[config.mk]
export PLATFORM = sky130hd
export DESIGN_NAME = mdio_slave_flat
export DESIGN_NICKNAME = d
export VERILOG_FILES = /design/src/rtl/mdio_slave_if.sv /design/src/rtl/mdio_slave.sv /design/src/flat_wrapper.sv
export SDC_FILE = /design/constraint.sdc
export NUM_CORES = 1
export LEC_CHECK = 0
export ABC_AREA = 0
export CAP_MARGIN = 20
export CORE_MARGIN = 5
export CORE_UTILIZATION = 54
export CTS_CLUSTER_SIZE = 24
export DETAILED_ROUTE_END_ITERATION = 7
export PLACE_DENSITY_LB_ADDON = 0.1
export SLEW_MARGIN = 10
export SYNTH_ARGS = -nofsm -noshare
export SYNTH_HDL_FRONTEND = slang
export SYNTH_SLANG_ARGS = --single-unit
[constraint.sdc]
create_clock -name clk -period 2.2 [get_ports clk]
set_input_delay 0.66 -clock clk [delete_from_list [all_inputs] [get_ports clk]]
set_output_delay 0.66 -clock clk [all_outputs]
set_load 0.01 [all_outputs]
[src/rtl/mdio_slave_if.sv]
// MDIO pad pins and local register-access port shared by the responder and its environment.
interface mdio_slave_if;
  localparam int unsigned ADDR_W = 5;
  localparam int unsigned DATA_W = 16;

  logic              mdc;
  logic              mdio_i;
  logic              mdio_o;
  logic              mdio_oe;
  logic [ADDR_W-1:0] reg_addr;
  logic [DATA_W-1:0] reg_wdata;
  logic              reg_we;
  logic              reg_re;
  logic [DATA_W-1:0] reg_rdata;
  logic              frame_err;

  modport slave (
    input  mdc, mdio_i, reg_rdata,
    output mdio_o, mdio_oe, reg_addr, reg_wdata, reg_we, reg_re, frame_err
  );

  modport master (
    output mdc, mdio_i, reg_rdata,
    input  mdio_o, mdio_oe, reg_addr, reg_wdata, reg_we, reg_re, frame_err
  );
endinterface

[src/rtl/mdio_slave.sv]
// Clause-22 MDIO responder: oversamples MDC/MDIO on clk, decodes frames for PHY_ADDR
// and bridges them to a single-cycle register strobe port.
module mdio_slave #(
  parameter logic [4:0]  PHY_ADDR     = 5'd0,
  parameter int unsigned PREAMBLE_MIN = 32,
  parameter int unsigned SYNC_STAGES  = 2
) (
  input logic         clk,
  input logic         rst_n,
  mdio_slave_if.slave bus
);
  localparam int unsigned ADDR_W = 5;
  localparam int unsigned DATA_W = 16;
  localparam int unsigned CNT_W  = 6;
  localparam int unsigned BIT_W  = 4;

  localparam logic [CNT_W-1:0] CNT_MAX   = '1;
  localparam logic [BIT_W-1:0] LAST_OP   = BIT_W'(1);
  localparam logic [BIT_W-1:0] LAST_ADDR = BIT_W'(ADDR_W - 1);
  localparam logic [BIT_W-1:0] LAST_DATA = BIT_W'(DATA_W - 1);

  localparam logic [2:0] S_PRE   = 3'd0;
  localparam logic [2:0] S_ST    = 3'd1;
  localparam logic [2:0] S_OP    = 3'd2;
  localparam logic [2:0] S_PHYAD = 3'd3;
  localparam logic [2:0] S_REGAD = 3'd4;
  localparam logic [2:0] S_TA1   = 3'd5;
  localparam logic [2:0] S_TA2   = 3'd6;
  localparam logic [2:0] S_DATA  = 3'd7;

  logic [SYNC_STAGES-1:0] r_mdc_sync, r_mdio_sync;
  logic                   r_mdc_prev;
  logic                   w_mdc, w_mdio, w_bit;

  logic [2:0]        r_state, w_state_nxt;
  logic [CNT_W-1:0]  r_pre_cnt, w_pre_cnt_nxt;
  logic [BIT_W-1:0]  r_bit_cnt, w_bit_cnt_nxt;
  logic              r_skip, w_skip_nxt;
  logic              r_is_read, w_is_read_nxt;
  logic              r_bad_ta, w_bad_ta_nxt;
  logic              r_ta1, w_ta1_nxt;
  logic              r_re_d;
  logic [DATA_W-1:0] r_shift, w_shift_nxt, w_shift_in;
  logic              r_mdio_o, w_mdio_o_nxt;
  logic              r_mdio_oe, w_mdio_oe_nxt;
  logic [ADDR_W-1:0] r_reg_addr, w_reg_addr_nxt;
  logic [DATA_W-1:0] r_reg_wdata, w_reg_wdata_nxt;
  logic              r_reg_we, w_reg_we_nxt;
  logic              r_reg_re, w_reg_re_nxt;
  logic              r_frame_err, w_frame_err_nxt;

  // Synchronisers reset high so an idle-high MDC never fakes a rising edge at reset release
  always_ff @(posedge clk or negedge rst_n) begin
    if (!rst_n) begin
      r_mdc_sync  <= '1;
      r_mdio_sync <= '1;
      r_mdc_prev  <= 1'b1;
    end else begin
      r_mdc_sync  <= {r_mdc_sync[SYNC_STAGES-2:0], bus.mdc};
      r_mdio_sync <= {r_mdio_sync[SYNC_STAGES-2:0], bus.mdio_i};
      r_mdc_prev  <= w_mdc;
    end
  end

  assign w_mdc      = r_mdc_sync[SYNC_STAGES-1];
  assign w_mdio     = r_mdio_sync[SYNC_STAGES-1];
  assign w_bit      = w_mdc & ~r_mdc_prev;
  assign w_shift_in = {r_shift[DATA_W-2:0], w_mdio};

  // Frame decoder: every field advances on an MDC bit event; skip frames still walk all fields
  always_comb begin
    w_state_nxt     = r_state;
    w_pre_cnt_nxt   = r_pre_cnt;
    w_bit_cnt_nxt   = r_bit_cnt;
    w_skip_nxt      = r_skip;
    w_is_read_nxt   = r_is_read;
    w_bad_ta_nxt    = r_bad_ta;
    w_ta1_nxt       = r_ta1;
    w_shift_nxt     = r_shift;
    w_mdio_o_nxt    = r_mdio_o;
    w_mdio_oe_nxt   = r_mdio_oe;
    w_reg_addr_nxt  = r_reg_addr;
    w_reg_wdata_nxt = r_reg_wdata;
    w_reg_we_nxt    = 1'b0;
    w_reg_re_nxt    = 1'b0;
    w_frame_err_nxt = 1'b0;

    if (r_re_d) w_shift_nxt = bus.reg_rdata;

    if (w_bit) begin
      unique case (r_state)
        S_PRE: begin
          if (w_mdio) begin
            if (r_pre_cnt != CNT_MAX) w_pre_cnt_nxt = r_pre_cnt + 1'b1;
          end else begin
            w_pre_cnt_nxt = '0;
            if (32'(r_pre_cnt) >= PREAMBLE_MIN) w_state_nxt = S_ST;
          end
        end
        S_ST: begin
          w_bit_cnt_nxt = '0;
          w_skip_nxt    = 1'b0;
          w_is_read_nxt = 1'b0;
          w_bad_ta_nxt  = 1'b0;
          w_state_nxt   = w_mdio ? S_OP : S_PRE;
        end
        S_OP: begin
          w_shift_nxt   = w_shift_in;
          w_bit_cnt_nxt = r_bit_cnt + 1'b1;
          if (r_bit_cnt == LAST_OP) begin
            w_bit_cnt_nxt = '0;
            w_state_nxt   = S_PHYAD;
            w_is_read_nxt = r_shift[0] & ~w_mdio;
            if (r_shift[0] == w_mdio) w_skip_nxt = 1'b1;
          end
        end
        S_PHYAD: begin
          w_shift_nxt   = w_shift_in;
          w_bit_cnt_nxt = r_bit_cnt + 1'b1;
          if (r_bit_cnt == LAST_ADDR) begin
            w_bit_cnt_nxt = '0;
            w_state_nxt   = S_REGAD;
            if (w_shift_in[ADDR_W-1:0] != PHY_ADDR) w_skip_nxt = 1'b1;
          end
        end
        S_REGAD: begin
          w_shift_nxt   = w_shift_in;
          w_bit_cnt_nxt = r_bit_cnt + 1'b1;
          if (r_bit_cnt == LAST_ADDR) begin
            w_bit_cnt_nxt  = '0;
            w_state_nxt    = S_TA1;
            w_reg_addr_nxt = w_shift_in[ADDR_W-1:0];
            w_reg_re_nxt   = r_is_read & ~r_skip;
          end
        end
        S_TA1: begin
          w_ta1_nxt   = w_mdio;
          w_state_nxt = S_TA2;
          if (r_is_read && !r_skip) begin
            w_mdio_oe_nxt = 1'b1;
            w_mdio_o_nxt  = 1'b0;
          end
        end
        S_TA2: begin
          w_state_nxt   = S_DATA;
          w_bit_cnt_nxt = '0;
          if (r_is_read) begin
            if (!r_skip) w_mdio_o_nxt = r_shift[DATA_W-1];
          end else if ({r_ta1, w_mdio} != 2'b10) begin
            w_bad_ta_nxt = 1'b1;
          end
        end
        S_DATA: begin
          w_bit_cnt_nxt = r_bit_cnt + 1'b1;
          if (r_is_read) begin
            w_shift_nxt = {r_shift[DATA_W-2:0], 1'b0};
            if (!r_skip) w_mdio_o_nxt = r_shift[DATA_W-2];
          end else begin
            w_shift_nxt = w_shift_in;
          end
          if (r_bit_cnt == LAST_DATA) begin
            w_bit_cnt_nxt = '0;
            w_pre_cnt_nxt = '0;
            w_state_nxt   = S_PRE;
            if (r_is_read) begin
              w_mdio_oe_nxt = 1'b0;
              w_mdio_o_nxt  = 1'b1;
            end else if (!r_skip) begin
              if (r_bad_ta) begin
                w_frame_err_nxt = 1'b1;
              end else begin
                w_reg_wdata_nxt = w_shift_in;
                w_reg_we_nxt    = 1'b1;
              end
            end
          end
        end
      endcase
    end
  end

  always_ff @(posedge clk or negedge rst_n) begin
    if (!rst_n) begin
      r_state     <= S_PRE;
      r_pre_cnt   <= '0;
      r_bit_cnt   <= '0;
      r_skip      <= 1'b0;
      r_is_read   <= 1'b0;
      r_bad_ta    <= 1'b0;
      r_ta1       <= 1'b0;
      r_re_d      <= 1'b0;
      r_shift     <= '0;
      r_mdio_o    <= 1'b1;
      r_mdio_oe   <= 1'b0;
      r_reg_addr  <= '0;
      r_reg_wdata <= '0;
      r_reg_we    <= 1'b0;
      r_reg_re    <= 1'b0;
      r_frame_err <= 1'b0;
    end else begin
      r_state     <= w_state_nxt;
      r_pre_cnt   <= w_pre_cnt_nxt;
      r_bit_cnt   <= w_bit_cnt_nxt;
      r_skip      <= w_skip_nxt;
      r_is_read   <= w_is_read_nxt;
      r_bad_ta    <= w_bad_ta_nxt;
      r_ta1       <= w_ta1_nxt;
      r_re_d      <= r_reg_re;
      r_shift     <= w_shift_nxt;
      r_mdio_o    <= w_mdio_o_nxt;
      r_mdio_oe   <= w_mdio_oe_nxt;
      r_reg_addr  <= w_reg_addr_nxt;
      r_reg_wdata <= w_reg_wdata_nxt;
      r_reg_we    <= w_reg_we_nxt;
      r_reg_re    <= w_reg_re_nxt;
      r_frame_err <= w_frame_err_nxt;
    end
  end

  assign bus.mdio_o    = r_mdio_o;
  assign bus.mdio_oe   = r_mdio_oe;
  assign bus.reg_addr  = r_reg_addr;
  assign bus.reg_wdata = r_reg_wdata;
  assign bus.reg_we    = r_reg_we;
  assign bus.reg_re    = r_reg_re;
  assign bus.frame_err = r_frame_err;
endmodule

[src/flat_wrapper.sv]
// flat-port wrapper written by rule: the top's interface ports become plain ports
module mdio_slave_flat 
#(
  parameter logic [4:0]  PHY_ADDR     = 5'd0,
  parameter int unsigned PREAMBLE_MIN = 32,
  parameter int unsigned SYNC_STAGES  = 2
)
  (clk, rst_n, bus_mdc, bus_mdio_i, bus_reg_rdata, bus_mdio_o, bus_mdio_oe, bus_reg_addr, bus_reg_wdata, bus_reg_we, bus_reg_re, bus_frame_err);
  mdio_slave_if bus_i ();
  input logic clk;
  input logic rst_n;
  input wire logic [$bits(bus_i.mdc)-1:0] bus_mdc;
  input wire logic [$bits(bus_i.mdio_i)-1:0] bus_mdio_i;
  input wire logic [$bits(bus_i.reg_rdata)-1:0] bus_reg_rdata;
  output wire logic [$bits(bus_i.mdio_o)-1:0] bus_mdio_o;
  output wire logic [$bits(bus_i.mdio_oe)-1:0] bus_mdio_oe;
  output wire logic [$bits(bus_i.reg_addr)-1:0] bus_reg_addr;
  output wire logic [$bits(bus_i.reg_wdata)-1:0] bus_reg_wdata;
  output wire logic [$bits(bus_i.reg_we)-1:0] bus_reg_we;
  output wire logic [$bits(bus_i.reg_re)-1:0] bus_reg_re;
  output wire logic [$bits(bus_i.frame_err)-1:0] bus_frame_err;
  assign bus_i.mdc = bus_mdc;
  assign bus_i.mdio_i = bus_mdio_i;
  assign bus_i.reg_rdata = bus_reg_rdata;
  assign bus_mdio_o = bus_i.mdio_o;
  assign bus_mdio_oe = bus_i.mdio_oe;
  assign bus_reg_addr = bus_i.reg_addr;
  assign bus_reg_wdata = bus_i.reg_wdata;
  assign bus_reg_we = bus_i.reg_we;
  assign bus_reg_re = bus_i.reg_re;
  assign bus_frame_err = bus_i.frame_err;
  mdio_slave #(.PHY_ADDR(PHY_ADDR), .PREAMBLE_MIN(PREAMBLE_MIN), .SYNC_STAGES(SYNC_STAGES)) u_core (.clk(clk), .rst_n(rst_n), .bus(bus_i));
endmodule
Yosys cells after proc, flatten, opt, wreduce, memory -nomap -nowiden
Cells that the tools add are included.
Word-level totals
  input bits: 20
  output and inout port bits: 26
  register bits: 65
Cells by class
  add/sub/neg operators: 2
  bitwise operators: 8
  magnitude comparators: 1
  multiplexer cells: 57
  equality and inequality tests: 28
  reduce and logical (&&, ||, !) cells: 25
Operator list (count)
  1-bit two-way mux: 33
  16-bit two-way mux: 2
  16-bit case mux with 2 select lines: 1
  3-bit case mux with 8 select lines: 1
  2-bit by 1-bit != test with 1-bit output, second input constant: 11
  3-bit two-way mux: 6
  6-bit two-way mux: 3
  4-bit case mux with 4 select lines: 1
  3-bit equality test, second input constant: 4
  4-bit two-way mux: 3
  6-bit case mux with 2 select lines: 1
  6-bit AND reduction: 2
  5-bit AND reduction: 2
  2-bit != test, second input constant: 4
  4-bit AND reduction: 2
  2-bit nonzero test: 4
  7-bit AND reduction: 1
  6-bit by 1-bit adder with 6-bit output, second input constant: 1
  3-bit by 2-bit equality test with 1-bit output, second input constant: 2
  6-bit >= comparator, second input constant: 1
  6-bit != test, second input constant: 1
  1-bit case mux with 2 select lines: 3
  1-bit case mux with 3 select lines: 2
  3-bit AND reduction: 2
  other kinds (19): 28

Longest topological paths before layout
Gate-level depths: netlist of the first run.
  depth after elaboration: 6
  mapped depth: 7

Worst setup path after synthesis of the first run
Ideal clock, no wire load.
  kind: flip-flop to flip-flop
  start: register u_core.r_mdc_sync[1]
  end: register u_core.r_reg_wdata[10] (netlist: u_core.bus.reg_wdata[10])
  stages on the path, launching flop included: 6
  data required time: 2.075 ns
  buffers on the path: 1
  arrival time: 1.854 ns
  slack: 0.221 ns
  setup time: 0.125 ns
  cell sequence: dfstp_2 nor2b_2 or2b_1 nor4_4 buf_8 mux2_4
Between the ends
  cells in the longest elaborated chain, start to end: 2
RTL lines
  start: declaration: RTL line mdio_slave.sv:31  | logic [SYNC_STAGES-1:0] r_mdc_sync, r_mdio_sync;
  start signal: assignment: RTL line mdio_slave.sv:59  | r_mdc_sync <= {r_mdc_sync[SYNC_STAGES-2:0], bus.mdc};
  1-bit bitwise AND: RTL line mdio_slave.sv:67  | assign w_bit = w_mdc & ~r_mdc_prev;
  6-bit AND reduction (no line)
  end signal: assignment: RTL line mdio_slave.sv:213  | r_reg_wdata <= w_reg_wdata_nxt;
  end: declaration: RTL line mdio_slave.sv:47  | logic [DATA_W-1:0] r_reg_wdata, w_reg_wdata_nxt;
Every way passes these cells.
A chain may end at the register's enable or synchronous reset.

Worst setup path after layout of the first run
  start: register u_core.r_mdio_o (netlist: u_core.bus.mdio_o)
  end: output bus_mdio_o
RTL lines
  start: declaration: RTL line mdio_slave.sv:44  | logic r_mdio_o, w_mdio_o_nxt;
  start signal: assignment: RTL line mdio_slave.sv:210  | r_mdio_o <= w_mdio_o_nxt;
  end: declaration: RTL line flat_wrapper.sv:15  | output wire logic [$bits(bus_i.mdio_o)-1:0] bus_mdio_o;
No word-level cell between the ends.

==> qor.yml, run 1 <==
worstPathRequired_ns: 1.54
detail_route.wl_per_cell_um: 15.5
syn_nets: 324
core_area_um2: 5820
fin_nets: 379
r2r_cells: 6
final_util: 0.680
synth_top_area_frac: 0.466
ir_drop_v: 0.000547
drt-initial-drc-count: 83
tightest_slew_ns: 0.524
antenna_left: 0
tns_ns: 0
slew-limit-headroom: 0.649
maxSlewViolCount: 0
clock_skew_ns: 0.00851
stdcell_count: 432
hpwl_mm: 4.74
yosys-top-cells-area: "dfrtp_1 (47%), mux2i_1 (5.4%), dfstp_2 (5.0%), mux2_4 (4.7%), nand2_1 (4.7%)"
status: "complete, no violations"
hp-class: "input pin to async pin"
setup_viol: 0
synth_common_cells: "dfrtp_1 (59), nand2_1 (40), o21ai_0 (28)"
syn_area_um2: 3170
area_delta_synth_final_pct: 24.8
cpMaxStageDelayCell: "clkdlybuf4s50_1"
die_area_um2: 7500
period_needed_ns: 2.09
synthFlopType: "dfrtp_1"
critPathTopFamily: "buffers and inverters"
pre_cts_ws_ns: 0.175
drive_gt1_frac: 0.176
post_cts_buffers: 0
drv_cap: 0
antenna_found_initial: 0
r2r_start: "u_core.r_bit_cnt[0]"
die_h_um: 86.6
postSynthRegisterBits: 65
nFillCells: 478
synth-edff-count: 0
yosysTopAreaCell: "dfrtp_1"
grt_first_pass_wirelength_mm: 11.4
gp_congestion: 0.875
track_usage: 0.197
worst_slack_ns: 0.107
power_mw: 2.34
crit_arrival_ns: 1.43
die_w_um: 86.6
max_freq_mhz: 478
drt_first_pass_iters: 4
post-place-cells: 416
drc: 0
r2r-end: "u_core.bus.reg_wdata[5]"
vias: 2378
yosysWarnings: 0
slowest_delay_ns: 0.55
final-hold-violation-count: 0
clkTransAtPathRegs_ns: 0.07
cts_buffers: 9
ios: 46
worst_setup_path_start_kind: "flop"
antennaDiodeCount: 0
grt_max_degree: 31
cp_max_fo: 3
leakagePower_nw: 1.67
grt_pass1_vias: 2367
worst_hold_slack_ns: 0.270
synth.distinct_cells: 56
drt-total-wl_mm: 6.70
grt_overflow: 0
synth.most_common_cell: "dfrtp_1"
initial_core_util: 0.545
fin_area_um2: 3950
synth_area_per_cell_um2: 10.7
portBuffers: 45
rows: 28
rrSetupSlack_ns: 0.24
ys_seq_area_frac: 0.516
place_area_um2: 3750
clock_latency_ns: 0.34
critPathKind: "flop to output pin"
syn-instance-count: 297
synthArstFlopShare: 1.00
end_kind: "output pin"
cts.htree.levels: 3
cp_num_buf_inv: 1
cts_tree: "yes"
fin_crit_sh: 0.951
grt_setup_unrepaired: "no"
max-clock-path-buffers: 2
path_cells: "clkdlybuf4s50_1"
cts-root-buf: "clkbuf_8"
numClockSinks: 65
cts.hold.buffers_added: 0
route.detailed.vias_per_inst: 5.50
pwr_density_cell_nw_per_um2: 591
## per-layer routing
layer / wire length (um) / global-route usage
met1: 2960 / 0.254
met2: 3220 / 0.316
met3: 385 / 0.0580
met4: 129 / 0.0708
met5: 0 / 0
## layout make-up
| type | count | area (um^2) | area share |
|---|---|---|---|
| Sequential cell | 65 | 1630 | 0.413 |
| Tap cell | 75 | 93.8 | 0.0237 |
| Clock buffer | 11 | 141 | 0.0358 |
| Inverter | 12 | 45.0 | 0.0114 |
| Multi-Input combinational cell | 206 | 1420 | 0.358 |
| Clock inverter | 5 | 55.1 | 0.0139 |
| Timing Repair Buffer | 58 | 568 | 0.144 |
## kinds of logic after synthesis
family | after synthesis | synth area share
and+or+nand+nor | 99 | 0.156
DFF | 65 | 0.516
AOI/OAI and AO/OA | 61 | 0.120
muxes | 37 | 0.137
buffers and inverters | 26 | 0.0391
adders and majority gates | 7 | 0.0276
xor gates and xnor gates | 2 | 0.00553
## placed cells by master (no fill, tap or decap), drive strengths merged, types with 2 or more instances in the layout
cell type	netlist	routed
nor2b	2	2
mux2i	17	17
a31oi	4	4
dfrtp	59	59
a21oi	6	6
nand2b	3	3
nor4	4	4
dfstp	6	6
o32ai	2	2
nor2	18	18
nor3b	2	2
o31ai	5	5
clkdlybuf4s50	0	44
and3	3	3
o211ai	2	2
a21o	3	3
or3	2	2
o21ai	29	29
ha	7	7
mux2	20	20
clkinvlp	0	2
nand2	41	41
nand3	14	14
clkinv	0	2
nand3b	2	2
clkbuf	6	11
inv	12	12
nor3	2	2
buf	8	14
## worst max path at each step
stage | to | cells past startpoint | slack, ns | from
after global placement | u_core.bus.reg_wdata[4] | 6 | 0.30 | u_core.r_bit_cnt[0]
final | bus_mdio_o | 1 | 0.11 | u_core.bus.mdio_o
after detailed placement | u_core.r_bit_cnt[0] | 7 | 0.18 | u_core.r_bit_cnt[1]
after global routing | bus_mdio_o | 1 | 0.07 | u_core.bus.mdio_o
after CTS | bus_mdio_o | 1 | 0.09 | u_core.bus.mdio_o
after floorplan | u_core.bus.reg_wdata[10] | 5 | 0.22 | u_core.r_mdc_sync[1]
## repair_timing
item                                    CTS  global route
endpoints found under the setup margin    0             2
hold endpoints to repair                  0             0
gates resized for setup                   0             1
## power breakdown
part | switching [mW] | internal [mW]
Combinational | 0.0550 | 0.0518
Sequential | 0.0112 | 1.21
Clock | 0.457 | 0.550
Total | 0.523 | 1.81
## registers in the layout (all words and copies together) (netlist names), 2 cells and up
| name | count |
|---|---|
| u_core.r_pre_cnt | 6 |
| u_core.r_mdio_sync | 2 |
| u_core.r_bit_cnt | 4 |
| u_core.r_mdc_sync | 2 |
| u_core.r_state | 3 |
| u_core.bus.reg_addr | 5 |
| u_core.bus.reg_wdata | 16 |
| u_core.r_shift | 16 |
Note: power is estimated with default switching activity, not from simulation.
==> inputs of run 2 (changes only) <==
--- a/config.mk
+++ b/config.mk
@@ -7,7 +7,7 @@
 export LEC_CHECK = 0
 export ABC_AREA = 0
 export CAP_MARGIN = 20
-export CORE_MARGIN = 5
+export CORE_MARGIN = 8
 export CORE_UTILIZATION = 54
 export CTS_CLUSTER_SIZE = 24
 export DETAILED_ROUTE_END_ITERATION = 7
==> run 2 against run 1 <==
Sequential power is essentially flat. Utilization grew 0.11 points. Global-route usage shrank 2.4 points. Wire length grew 4.8%. Sequential cell count is the same. Cell count shrank 0.23%. Total power shrank 4.3%. Final area shrank 0.44%. Fmax is essentially flat. Hold slack gained 0.045 ns. Combinational power is essentially flat. Sequential share of layout area grew 0.18 points. Critical endpoint unchanged.
==> qor.yml, run 2 (synthesis results as in run 1) <==
p_seq_frac: 0.547
r2r_cells: 5
fin_nets: 378
ios: 46
period_needed_ns: 2.09
path_cells: "clkdlybuf4s50_1"
clkTransAtPathRegs_ns: 0.07
r2r_start: "u_core.r_mdc_sync[1]"
drc: 0
critPathTopFamily: "flip-flops"
wl_met2_mm: 3.43
tns_ns: 0
final-hold-violation-count: 0
fin_crit_sh: 0.951
cts_buffers: 9
vias: 2368
layout_commonest_cell: "dfrtp_1"
hpwl_mm: 5.06
area_delta_synth_final_pct: 24.2
power.internal_mw: 1.73
cp_num_buf_inv: 1
numClockSinks: 65
routed-wl-met3_um: 455
die_w_um: 92.6
cts.hold.buffers_added: 0
core_area_um2: 5780
critPathKind: "flop to output pin"
clock_power_share: 0.404
switching_share: 0.225
portBuffers: 45
grt_max_degree: 31
max-clock-path-buffers: 2
route.detailed.vias_per_inst: 5.49
gp_congestion: 0.907
stdcell_count: 431
slew-limit-headroom: 0.605
drt-initial-drc-count: 104
r2r-end: "u_core.bus.reg_wdata[5]"
drv_cap: 0
worst_setup_path_start_kind: "flop"
initial_core_util: 0.548
antenna_found_initial: 0
post-place-cells: 415
comb_power_share: 0.049
clock_skew_ns: 0.00960
clock_latency_ns: 0.34
slowest_delay_ns: 0.56
cts_tree: "yes"
detail_route.wl_per_cell_um: 16.3
grt_first_pass_wirelength_mm: 11.8
rows: 28
cts-root-buf: "clkbuf_8"
track_usage: 0.173
ir_drop_v: 0.000458
power_mw: 2.24
post_cts_buffers: 0
drive_gt1_frac: 0.171
status: "complete, no violations"
nFillCells: 454
crit_arrival_ns: 1.43
layout_common_cells: "dfrtp_1 (59), clkdlybuf4s50_1 (44), nand2_1 (40)"
grt_overflow: 0
end_kind: "output pin"
grt_setup_unrepaired: "no"
maxSlewViolCount: 0
pwr_density_cell_nw_per_um2: 568
cts.htree.levels: 3
p_sw_mw: 0.504
max_freq_mhz: 478
rrSetupSlack_ns: 0.21
top_layer: "met4"
drt-total-wl_mm: 7.02
die_area_um2: 8580
drt-met1-wl_mm: 3.05
setup_viol: 0
final_util: 0.681
cp_max_fo: 3
cpMaxStageDelayCell: "dfstp_2"
hp-class: "input pin to async pin"
ctsResizeCount: 0
leakagePower_nw: 1.66
worstPathRequired_ns: 1.54
antenna_left: 0
tightest_slew_ns: 0.592
grt_pass1_vias: 2357
drt_first_pass_iters: 4
antennaDiodeCount: 0
die_h_um: 92.6
-- run 2: power groups by stage --
stage	Clock, mW	Sequential [mW]	Combinational, mW
after global routing	0.978	1.22	0.124
after CTS	0.930	1.22	0.112
final	0.903	1.22	0.110
after floorplan	0	1.24	0.0335
after global placement	0	1.24	0.111
after detailed placement	0	1.25	0.112
-- run 2: worst max-delay path by stage --
| stage | from | end | slack, ns | cells after the start |
|---|---|---|---|---|
| 2_1_floorplan | u_core.r_mdc_sync[1] | u_core.bus.reg_wdata[10] | 0.22 | 5 |
| 3_3_place_gp | u_core.r_mdc_sync[1] | u_core.bus.reg_wdata[3] | 0.28 | 5 |
| 3_5_place_dp | u_core.r_mdc_sync[1] | u_core.bus.reg_wdata[5] | 0.23 | 5 |
| 4_1_cts | u_core.bus.mdio_o | bus_mdio_o | 0.09 | 1 |
| 5_1_grt | u_core.bus.mdio_o | bus_mdio_o | 0.07 | 1 |
| 6_report | u_core.bus.mdio_o | bus_mdio_o | 0.11 | 1 |
-- run 2: area by class of cell --
type                       instances  area, um^2  share of cell area
sequential                        65        1630               0.415
multi-input combinational        206        1410               0.359
timing repair buffer              57         573               0.146
clock buffer                      13         159              0.0404
tap                               75        93.8              0.0238
inverter                          12        45.0              0.0114
clock inverter                     3        17.5             0.00445
-- run 2: routing by layer --
layer	global-route usage	vias up
li1	-	1157
met3	0.0542	9
met5	0	-
met1	0.211	1141
met4	0.0644	0
met2	0.282	61
-- run 2: worst register-to-register path: stages, from the launching register on --
cell     delay (ns)
dfstp_2        0.55
nor2b_2        0.24
or2b_1         0.32
nor4_4         0.21
buf_12         0.22
mux2_2         0.35
-- run 2: metrics by stage --
stage | setup slack (ns) | area [um^2] | hold WS [ns]
5_1_grt | 0.0708 | 3940 | 0.337
3_3_place_gp | 0.276 | 3760 | 0.345
4_1_cts | 0.0941 | 3940 | 0.321
3_5_place_dp | 0.232 | 3760 | 0.347
6_report | 0.108 | 3940 | 0.315
2_1_floorplan | 0.221 | 3170 | 0.345
==> inputs of run 3 (changes only) <==
--- a/config.mk
+++ b/config.mk
@@ -12,6 +12,7 @@
 export CTS_CLUSTER_SIZE = 24
 export DETAILED_ROUTE_END_ITERATION = 7
 export PLACE_DENSITY_LB_ADDON = 0.1
+export SKIP_CTS_REPAIR_TIMING = 1
 export SLEW_MARGIN = 10
 export SYNTH_ARGS = -nofsm -noshare
 export SYNTH_HDL_FRONTEND = slang
==> results of run 3 <==
Same layout as run 2: the final DEF is identical, and so are final timing and power.
==> edit 1, RTL diff (settings of run 1) <==
Take the reset off `r_shift`, `r_reg_addr` and `r_reg_wdata` and load them in a clocked block of their own.
--- a/src/rtl/mdio_slave.sv
+++ b/src/rtl/mdio_slave.sv
@@ -191,7 +191,4 @@
       r_re_d      <= 1'b0;
-      r_shift     <= '0;
       r_mdio_o    <= 1'b1;
       r_mdio_oe   <= 1'b0;
-      r_reg_addr  <= '0;
-      r_reg_wdata <= '0;
       r_reg_we    <= 1'b0;
@@ -208,7 +205,4 @@
       r_re_d      <= r_reg_re;
-      r_shift     <= w_shift_nxt;
       r_mdio_o    <= w_mdio_o_nxt;
       r_mdio_oe   <= w_mdio_oe_nxt;
-      r_reg_addr  <= w_reg_addr_nxt;
-      r_reg_wdata <= w_reg_wdata_nxt;
       r_reg_we    <= w_reg_we_nxt;
@@ -217,2 +211,8 @@
     end
+  end
+
+  always_ff @(posedge clk) begin
+    r_shift     <= w_shift_nxt;
+    r_reg_addr  <= w_reg_addr_nxt;
+    r_reg_wdata <= w_reg_wdata_nxt;
   end
Function: same outputs for any inputs over 10 cycles, from zero or initial values and one cycle with rst_n low; that may be too few to reach the edited logic, so the function may still have changed.
==> edit 1 against run 1 <==
- combinational power down 22%
- first-iteration DRC count up 130%
- power down 2.5%
- sequential cell count unchanged
- wire length down 16%
- synthesized area down 8.5%
- core utilization up 2.6 points
- worst setup slack better by 0.015 ns
- clock skew down 0.0016 ns
- cell area down 7.6%
- register-to-register slack better by 0.09 ns
- sequential power up 4%
- critical endpoint unchanged
- largest cell class unchanged
==> edit 1: results (changes against run 1) <==
.. list-table::
   :header-rows: 1

   * - Metric
     - Value
   * - Status
     - completed
   * - Number of fillers in the final layout
     - 378 (-21%)
   * - Min Hold Slack
     - 0.358 ns (+0.0885 ns)
   * - Wire length on met3
     - 374 um (-2.9%)
   * - Gate Count Post-Synth
     - 263 (-11%)
   * - Detailed-route via count
     - 2093 (-12%)
   * - Gate family responsible for the most delay along the worst path
     - flip-flops
   * - Pin count of the biggest net entering global routing
     - 32 (+3.2%)
   * - Async set-or-reset flop fraction in the synthesized netlist
     - 43.1% (-57 points)
   * - Critical register-to-register path startpoint
     - u_core.r_state[0]
   * - FF-to-FF setup slack
     - 0.33 ns (+0.09 ns)
   * - Worst reg2reg endpoint
     - u_core.bus.reg_wdata[11]
   * - Wire length on met2
     - 2.72 mm (-15%)
   * - Final layout net count
     - 344 (-9.2%)
   * - Wire length of the first global-routing pass
     - 9.47 mm (-17%)
   * - Highest-delay cell along the critical path
     - dfstp_2
   * - Main area contributors after synthesis
     - edfxtp_1, dfrtp_1, dfxtp_1
   * - DP Worst Slack
     - 0.321 ns (+0.146 ns)
   * - Psw
     - 464 uW (-11%)
   * - Number of placed instances with taps included
     - 376 (-9.6%)
   * - Wl on met1
     - 2.45 mm (-17%)
   * - Area Growth Syn to Fin
     - 26.0%
   * - Number of enable flip-flop cells after synthesis
     - 21 (+21)
   * - Logic power comb
     - 83.9 uW (-22%)
   * - Post-Syn Nets
     - 290 (-10%)
   * - Static power due to leakage
     - 1.43 nW (-14%)
   * - Sequential Power Share
     - 55.7% (+3.4 points)
   * - Global-route track usage on met3
     - 5.45% (-0.35 points)
   * - Routability Congestion
     - 0.917 (+4.8%)
   * - Detail Placement HPWL
     - 3.94 mm (-17%)
   * - Via count of the first global-routing pass
     - 1986 (-16%)
   * - Cell variety after synth
     - 51 (-8.9%)
[edit 1: changes by cell type in the layout (fill, tap and decap cells not counted), sizes merged, moves of 3 or more]
| cell | run 1 | this run |
|---|---|---|
| mux2 | 20 | 2 |
| edfxtp | 0 | 21 |
| dfrtp | 59 | 22 |
| o22ai | 1 | 4 |
| nor2 | 18 | 14 |
| dfxtp | 0 | 16 |
| a31oi | 4 | 1 |
| nand2 | 41 | 27 |
| buf | 14 | 11 |
[edit 1: kinds of logic after synthesis]
group / share of synthesized area (%)
xor+xnor: 0.604
fa+ha+maj: 3.02
simple gates: 14.8
buf+inv: 4.10
compound gates: 14.0
mux: 6.30
flops: 57.2
[edit 1: cell type report]
| cell class | instances | area share [%] |
|---|---|---|
| clock buffer | 11 | 3.60 |
| clock inverter | 5 | 1.30 |
| inverter | 12 | 1.23 |
| multi-input combinational | 173 | 31.1 |
| sequential | 65 | 45.4 |
| tap | 70 | 2.40 |
| timing repair buffer | 56 | 14.9 |
==> edit 2, RTL diff (config.mk and constraints of run 1) <==
Made on the original files. The localparam `CNT_W` goes from 6 to 12.
--- a/src/rtl/mdio_slave.sv
+++ b/src/rtl/mdio_slave.sv
@@ -13,3 +13,3 @@
   localparam int unsigned DATA_W = 16;
-  localparam int unsigned CNT_W  = 6;
+  localparam int unsigned CNT_W  = 12;
   localparam int unsigned BIT_W  = 4;
Behaviour: same outputs for any inputs over 10 cycles, from zero or initial values and one cycle with rst_n low; that may be too few to reach the edited logic, so the function may still have changed.
==> edit 2 against run 1 <==
- sequential power rose by 9%
- cell count rose by 11%
- die area rose by 12%
- wire length rose by 20%
- cell area rose by 11%
- synthesized area rose by 14%
- sequential cell count rose by 6
- power rose by 7.2%
- worst setup slack got worse by 0.0089 ns
==> edit 2: results (changes against run 1) <==
.. list-table::
   :header-rows: 1

   * - Metric
     - Value
   * - Average wire per cell in the routed design
     - 16.8 um (+8.1%)
   * - Sequential Power Share
     - 53.3% (+1.0 points)
   * - Routability Congestion
     - 0.888 (+1.5%)
   * - Worst slew margin relative to its limit
     - 54.5% (-10 points)
   * - Wire length on met3
     - 387 um (+0.52%)
   * - Crit path setup slack, layout
     - 0.0980 ns (-0.00890 ns)
   * - Multiplexer share of the synthesized area
     - 12.0% (-1.6 points)
   * - Logic power comb
     - 117 uW (+9%)
   * - Gate family responsible for the most delay along the worst path
     - flip-flops
   * - Highest-delay cell along the critical path
     - dfstp_2
   * - Min Hold Slack
     - 0.327 ns (+0.0574 ns)
   * - Number of fillers in the final layout
     - 497 (+4.0%)
   * - FF-to-FF setup slack
     - 0.14 ns (-0.10 ns)
   * - Post-Syn Nets
     - 372 (+15%)
   * - Top cells by instance count after synthesis
     - dfrtp_1, nand2_1, o21ai_0
   * - Pin count of the biggest net entering global routing
     - 72 (+130%)
   * - Worst reg2reg endpoint
     - u_core.r_pre_cnt[7]
   * - Psw
     - 601 uW (+15%)
   * - Total wire length
     - 8.01 mm (+20%)
   * - Via count of the first global-routing pass
     - 2735 (+16%)
   * - Status
     - completed
   * - Detailed Route Iter0 Violations
     - 184 (+120%)
   * - Cell variety after synth
     - 51 (-8.9%)
   * - Wire length of the first global-routing pass
     - 13.6 mm (+19%)
   * - Synthesized-area fraction occupied by ao, oa, aoi and oai cells
     - 15.1% (+3.1 points)
   * - Final layout net count
     - 424 (+12%)
   * - Static power due to leakage
     - 1.78 nW (+6.7%)
   * - Xor and xnor area share after synthesis
     - 0.485% (-0.068 points)
   * - DP Worst Slack
     - 0.200 ns (+0.0245 ns)
   * - Detail Placement HPWL
     - 5.42 mm (+14%)
   * - Final setup skew
     - 0.00701 ns (-0.00151 ns)
-- edit 2: changes by cell type in the layout (fill, tap and decap cells not counted), moves of 3 or more --
| cell | change |
|---|---|
| a21oi_1 | +3 |
| dfrtp_1 | +6 |
| inv_1 | -3 |
| nand2b_1 | +5 |
| nor2b_1 | +3 |
| nor3_1 | +3 |
| o21ai_0 | +9 |
| o22ai_1 | +3 |
| o31ai_1 | +13 |
-- edit 2: layout make-up --
type / count / area [um^2] / area share, %
sequential: 71 / 1780 / 40.8
multi-input combinational: 245 / 1680 / 38.4
timing repair buffer: 60 / 583 / 13.3
clock buffer: 10 / 128 / 2.92
tap: 77 / 96.3 / 2.20
clock inverter: 6 / 70.1 / 1.60
inverter: 9 / 33.8 / 0.772
-- edit 2: layer usage --
metal | global-route usage (%) | vias to the layer above
li1 | - | 1344
met1 | 27.3 | 1325
met2 | 31.5 | 88
met3 | 3.36 | 9
met4 | 8.04 | 0
met5 | 0 | -
